==> config.mk <==
export PLATFORM = sky130hd
export DESIGN_NAME = br_param
export DESIGN_NICKNAME = d
export VERILOG_FILES = /design/src/rtl/br_pkg.sv /design/src/rtl/br_clr_fsm.sv /design/src/rtl/br_param.sv
export SDC_FILE = /design/constraint.sdc
export NUM_CORES = 2
export LEC_CHECK = 0
export CAP_MARGIN = 15
export CORE_MARGIN = 2
export CORE_UTILIZATION = 55
export DETAILED_ROUTE_END_ITERATION = 10
export PLACE_DENSITY = 0.76
export RECOVER_POWER = 50
export REMOVE_ABC_BUFFERS = 1
export SLEW_MARGIN = 20
export SYNTH_ARGS = -nofsm -noshare
export SYNTH_HDL_FRONTEND = slang
export SYNTH_SLANG_ARGS = --single-unit
==> constraint.sdc <==
create_clock -name clk -period 36.8 [get_ports clk]
set_input_delay 5.52 -clock clk [delete_from_list [all_inputs] [get_ports clk]]
set_output_delay 5.52 -clock clk [all_outputs]
set_load 0.01 [all_outputs]
==> src/rtl/br_pkg.sv <==
// Shared constants and clear-FSM state encoding for the parametrised register bank.
package br_pkg;

    localparam int BR_XLEN = 32;
    localparam int BR_NREG = 32;

    typedef enum logic [1:0] {
        CLR_IDLE  = 2'd0,
        CLR_CLEAR = 2'd1,
        CLR_DONE  = 2'd2
    } clr_state_e;

endpackage

==> src/rtl/br_clr_fsm.sv <==
// Bulk-clear sequencer: sweeps one register per cycle and pulses done afterwards.
module br_clr_fsm
    import br_pkg::*;
#(
    parameter  int NREG = BR_NREG,
    localparam int AW   = $clog2(NREG)
) (
    input  logic          clk,
    input  logic          rst,
    input  logic          clr_req,
    output logic          clr_busy,
    output logic          clr_done,
    output logic          clr_stb,
    output logic [AW-1:0] clr_addr,
    output clr_state_e    state_o
);

    clr_state_e    state_q, state_d;
    logic [AW-1:0] cnt_q, cnt_d;

    always_ff @(posedge clk or posedge rst) begin
        if (rst) begin
            state_q <= CLR_IDLE;
            cnt_q   <= '0;
        end else begin
            state_q <= state_d;
            cnt_q   <= cnt_d;
        end
    end

    always_comb begin
        state_d = state_q;
        cnt_d   = cnt_q;
        case (state_q)
            CLR_IDLE: begin
                if (clr_req) begin
                    state_d = CLR_CLEAR;
                    cnt_d   = '0;
                end
            end
            CLR_CLEAR: begin
                // Last index is cleared on the same edge that moves to DONE.
                if (cnt_q == AW'(NREG - 1)) begin
                    state_d = CLR_DONE;
                    cnt_d   = '0;
                end else begin
                    cnt_d = cnt_q + 1'b1;
                end
            end
            CLR_DONE: state_d = CLR_IDLE;
            default:  state_d = CLR_IDLE;
        endcase
    end

    assign clr_busy = (state_q == CLR_CLEAR);
    assign clr_done = (state_q == CLR_DONE);
    assign clr_stb  = (state_q == CLR_CLEAR);
    assign clr_addr = cnt_q;
    assign state_o  = state_q;

endmodule

==> src/rtl/br_param.sv <==
// Parametrised register bank: NRD combinational read ports, one write port,
// optional hard-wired zero register and write bypass, plus a sequential bulk clear.
module br_param
    import br_pkg::*;
#(
    parameter  int XLEN    = BR_XLEN,
    parameter  int NREG    = BR_NREG,
    parameter  int NRD     = 2,
    parameter  int BYPASS  = 1,
    parameter  int ZERO_R0 = 1,
    localparam int AW      = $clog2(NREG)
) (
    input  logic                clk,
    input  logic                rst,
    input  logic [NRD*AW-1:0]   ra,
    output logic [NRD*XLEN-1:0] rd,
    input  logic [AW-1:0]       wa,
    input  logic [XLEN-1:0]     wd,
    input  logic                we,
    input  logic                clr_req,
    output logic                clr_busy,
    output logic                clr_done
);

    logic [XLEN-1:0] mem_q [NREG];
    logic            clr_stb;
    logic [AW-1:0]   clr_addr;
    clr_state_e      clr_state;
    logic            wr_qual;

    br_clr_fsm #(.NREG(NREG)) u_clr_fsm (
        .clk      (clk),
        .rst      (rst),
        .clr_req  (clr_req),
        .clr_busy (clr_busy),
        .clr_done (clr_done),
        .clr_stb  (clr_stb),
        .clr_addr (clr_addr),
        .state_o  (clr_state)
    );

    // Writes are only honoured while the clear engine is idle; dropped otherwise.
    assign wr_qual = we && (clr_state == CLR_IDLE) && !((ZERO_R0 != 0) && (wa == '0));

    always_ff @(posedge clk or posedge rst) begin
        if (rst) begin
            for (int i = 0; i < NREG; i++) begin
                mem_q[i] <= '0;
            end
        end else if (clr_stb) begin
            mem_q[clr_addr] <= '0;
        end else if (wr_qual) begin
            mem_q[wa] <= wd;
        end
    end

    for (genvar k = 0; k < NRD; k++) begin : g_rd
        logic [AW-1:0]   addr;
        logic [XLEN-1:0] data;

        assign addr = ra[k*AW +: AW];

        // Zero-register override has priority over bypass, bypass over storage.
        always_comb begin
            data = mem_q[addr];
            if ((BYPASS != 0) && wr_qual && (wa == addr)) begin
                data = wd;
            end
            if ((ZERO_R0 != 0) && (addr == '0)) begin
                data = '0;
            end
        end

        assign rd[k*XLEN +: XLEN] = data;
    end

endmodule
### Yosys cells after proc, flatten, opt, wreduce, memory -nomap -nowiden

Cells that the tools add are included.

* flip-flop bits (word level): 1031
* latch bits: 0
* memory bits (writable): 0
* bits in read-only memories: 0
* input port bits: 51
* output and inout port bits: 66
* logic and storage cells: 92
* memories: 0

* add/subtract/negate cells: 1
* multipliers: 0
* divide/modulo/power cells: 0
* order comparisons: 6
* eq/ne operators: 7
* shift-type cells: 0
* muxes and demuxes: 23
* bitwise logic cells: 6
* reductions and logical operators: 15

Operators by type and width (number)
* 1024-bit 2-to-1 mux: 2
* 1024-bit bitwise AND: 1
* 1024-bit bitwise mux: 1
* 1024-bit inverter: 1
* 32-bit binary-select mux with 5-bit select: 2
* 32-bit demux with 5-bit select: 2
* 32-bit 2-to-1 mux: 10
* 6-bit >= comparator (second input constant): 4
* 5-bit inverter with 6-bit output: 4
* 5-bit zero test: 3
* 6-bit by 1-bit less-than comparator with 1-bit output (second input constant): 2
* 5-bit == test: 2
* 5-bit 2-to-1 mux: 2
* 5-bit one-hot mux with 2 select lines: 1
* 1-bit logical AND: 6
* 5-bit by 1-bit adder with 5-bit output (second input constant): 1
* 5-bit == test (second input constant): 1
* 2-bit 2-to-1 mux: 2
* 2-bit one-hot mux with 2 select lines: 1
* 2-bit AND reduction: 2
* 2-bit nonzero test: 2
* 2-bit by 1-bit == test with 1-bit output (second input constant): 1
* 2-bit == test (second input constant): 1
* 2-bit zero test: 1
* other kinds (3): 3

### Depth between registers and ports, before layout

* depth after elaboration: 8
* depth in mapped cells: 10
* depth with buffers taken out: 5

### Cells and area by module

Synthesis repeated with hierarchy kept, for this count alone.

* cell total of the unflattened synthesis: 4149
* area, all modules: 53817.9 um^2

Modules (own cells, without submodules)
* br_param: times used 1, cells each 4116, area an instance 53468.8 um^2, seq. area each 25624.6 um^2
* br_clr_fsm: times used 1, cells each 33, area an instance 349.1 um^2, seq. area each 175.2 um^2

### Worst setup path after synthesis

Ideal clock, no wire load.

* path kind: input to output
* start: input ra[5]
* end: output rd[40]
* arrival time: 7.202 ns
* data required time: 31.280 ns
* setup slack: 24.078 ns
* stages: 6
* path buffers: 2
* cell sequence: buf_6 buf_12 mux4_1 mux4_2 nor2b_1 a311o_1

* word-level cells in the longest chain between the ends: 6
* elaborated cells on any way between the ends: 9
* those cells by class: eq/ne (1); mux (5); bitwise (1); reduce/logical (2)

RTL lines
* from (decl): line br_param.sv:15 `input logic [NRD*AW-1:0] ra,`
* 5-bit inverter with 6-bit output (implied by the code): line br_param.sv:65 `data = mem_q[addr];`
* 32-bit binary-select mux with 5-bit select: line br_param.sv:65
* 32-bit 2-to-1 mux (implied by the code) (2 in series): line br_param.sv:65
* 32-bit 2-to-1 mux: line br_param.sv:66 `if ((BYPASS != 0) && wr_qual && (wa == addr)) begin`
* 32-bit 2-to-1 mux *: line br_param.sv:69 `if ((ZERO_R0 != 0) && (addr == '0)) begin`
* to (decl): line br_param.sv:16 `output logic [NRD*XLEN-1:0] rd,`

Mark *: on every way between the ends. The rest lies on a longest branch, timed or not. The select of a mux whose other input is x is not followed.

### Worst setup path after layout

* start: input ra[0]
* end: output rd[0]

Same word-level chain as after synthesis.

==> metrics.md <==
| Metric | Value |
|---|---|
| Post-CTS Setup Bufs | `0` |
| Failing checks | `capacitance limit, slew limit` |
| First-pass GRT wire length | `309000 um` |
| Routed WL | `211000 um` |
| Hold Buf Count CTS | `0` |
| Crit path launch type | `input pin` |
| Worst Tran Pin Value | `5360 ps` |
| Crit Path Category | `in -> out` |
| Post-synthesis sequential area ratio | `47.7%` |
| WHS | `510 ps` |
| #FFs+latches synth | `1031` |
| TNS Setup | `0 ps` |
| Io pins | `117` |
| Placed cell areas | `56300 um2` |
| DRT iter0 DRCs | `7807` |
| Die width | `318 um` |
| Share of cells above drive strength 1 | `20.7%` |
| VDD IR max | `0.0000398 V` |
| Initial Utilization | `55.2%` |
| Top cells by area, synth | `dfrtp_1, a22o_1, mux4_2, mux2i_1, clkbuf_1` |
| Layout Utilization | `60.8%` |
| Remaining antenna violation count | `0` |
| Area grow syn2layout | `10.2%` |
| Fill cells | `7327` |
| WL/cell | `39.3 um` |
| Top FF cell, synth | `dfrtp_1` |
| Post-route DRC | `0` |
| WP data arrival | `10540 ps` |
| Fin crit share | `43.6%` |
| Number of CTS-inserted buffers | `105` |
| Row cnt | `115` |
| Status | `complete, but fails checks` |
| P_leak | `26.3 nW` |
| Worst-path clk slew | `60 ps` |
| Remaining global-route overflow | `0` |
| Multi-input gate area | `26200 um2` |
| Final worst slack | `20740 ps` |
| Die area | `101000 um2` |
| Asr flop ratio synth | `100%` |
| GPL Wtd Cong | `0.943` |
| Worst Skew | `32.0 ps` |
| Via count of the first global-routing pass | `44400` |
| Clock Latency Late Sink | `720 ps` |
| Max clock buf depth | `3` |
| Die Y | `318 um` |
| Library cell with the largest summed area after synthesis | `dfrtp_1` |
| Data required, critical path | `31280 ps` |
| Clock root buffer | `clkbuf_16` |
| Final min period | `16060 ps` |
| Synth Instances | `4151` |
| R2r setup slk | `30230 ps` |
| Area of the mapped netlist | `54100 um2` |
| Port-buffer cells | `116` |
| Synth Warn # | `0` |
| DP HPWL | `117000 um` |
| Vias | `44400` |
| DR vias/cell | `8.25` |
| Dpl ws | `20870 ps` |
| Rel. slew slack | `-259%` |
| Yosys cell types | `69` |
| Total track usage | `41.6%` |
| Layout Cells excl Fill | `5383` |
| Power consumption | `3.09 mW` |
| Clock Sinks | `1031` |
| Storage element area | `25800 um2` |
| CTS tree | `done` |
| CP max FO | `68` |
| Cells after DPL | `5183` |
| Number of enable flip-flop cells after synthesis | `0` |
| CP Capture Type | `output port` |
| Post-synth top area share | `47.7%` |
| Final setup viols | `0` |
| PostCTS Resize Cnt | `0` |
| TritonRoute pass-1 iters | `7` |
| PwrDens | `51.8 nW/um2` |
| Slew Viols, Final | `1657` |
| Hold Vio Cnt, Final | `0` |
| Fin area | `59600 um2` |
| Core area | `98000 um2` |
| Initial antenna violation count | `11` |
| Htree depth | `3` |
| Min-Delay Path Class | `reg -> reg` |
| Largest net degree at the start of global routing | `170` |
| Fmax | `62.3 MHz` |
| RSZ-0062 raised after global routing | `no` |
| Number of max-cap violations | `44` |
| Nets | `4059` |
| Syn_area_per_cell | `13.0 um2` |
-- cell usage after synthesis, drive strengths merged (50+ instances only) --
| master | n |
|---|---|
| dfrtp | 1031 |
| a22o | 995 |
| mux4 | 382 |
| clkbuf | 376 |
| mux2i | 172 |
| buf | 162 |
| o22ai | 143 |
| nor2 | 130 |
| mux2 | 101 |
| a21oi | 64 |
| nand2 | 64 |
| o21ai | 58 |
| nor4 | 50 |
-- path summary, 6_finish.rpt --
| kind | startpoint | end | depth (start not counted) |
|---|---|---|---|
| worst min register to register | mem_q[1002] | mem_q[1002] | 1 |
| max in group asynchronous | rst | mem_q[13] | 5 |
| min in group asynchronous | rst | mem_q[450] | 2 |
| worst min-delay path | mem_q[1002] | mem_q[1002] | 1 |
| worst max-delay path | ra[0] | rd[0] | 10 |
| worst max register to register | u_clr_fsm.state_o[1] | mem_q[649] | 7 |
-- registers in the layout, indices dropped and copies added (netlist names) --
name                flops
mem_q                1024
u_clr_fsm.clr_addr      5
u_clr_fsm.state_o       2
-- power breakdown --
group	internal [mW]	switching (mW)	total, mW	leakage (nW)
logic	0.246	0.372	0.618	10.2
clock network	0.657	0.479	1.14	1.76
registers	1.24	0.0948	1.33	14.3
total	2.14	0.946	3.09	26.3
-- metal layers --
metal  up-vias  global-route usage, %  part of all wire, %  wire length (um)
met3      1203                   20.5                   18             38300
li1      16400                      -                    -                 -
met5         -                      0                0.047               100
met4        16                   27.7                  8.5             17900
met1     22300                   52.8                   33             69700
met2      4441                   56.1                   40             85300
-- cell type report --
cell class	instances	area share, %
clock buffers	160	5.20
flip-flops and latches	1031	43.3
diodes	6	0.0252
repair buffers	283	3.88
clock inverters	34	0.846
inverters	9	0.0588
multi-input cells	2573	44.0
well taps	1287	2.70
-- critical path: stages --
cell	delay, ps
buf_8	550
buf_4	850
buf_4	880
xor2_1	130
nor2_1	200
nand4_1	640
buf_4	530
and3_1	240
a211o_1	330
clkdlybuf4s50_1	500
-- cells in the final DEF (no fill, tap or decap), types with 72 or more instances in the layout --
| master | n |
|---|---|
| nor2_1 | 107 |
| dfrtp_1 | 1031 |
| buf_4 | 123 |
| mux4_2 | 375 |
| a22o_1 | 995 |
| mux2_2 | 101 |
| o22ai_1 | 143 |
| clkbuf_1 | 72 |
| clkdlybuf4s50_1 | 100 |
| mux2i_1 | 172 |
| clkbuf_16 | 108 |
-- kinds of logic (layout without fill, tap and decap cells) --
kind of cell             count (synthesis)  after routing  synth area share (%)
AO/OA/AOI/OAI                         1450           1450                  21.9
XOR/XNOR                                10             10                 0.162
adder cells (fa/ha/maj)                  5              5                 0.116
buffers and inverters                  547            486                  4.56
flip-flops                            1031           1031                  47.7
multiplexers                           655            655                  21.2
other                                    0              6                     0
AND/OR/NAND/NOR                        453            453                  4.30
Note: power is estimated with default switching activity, not from simulation.
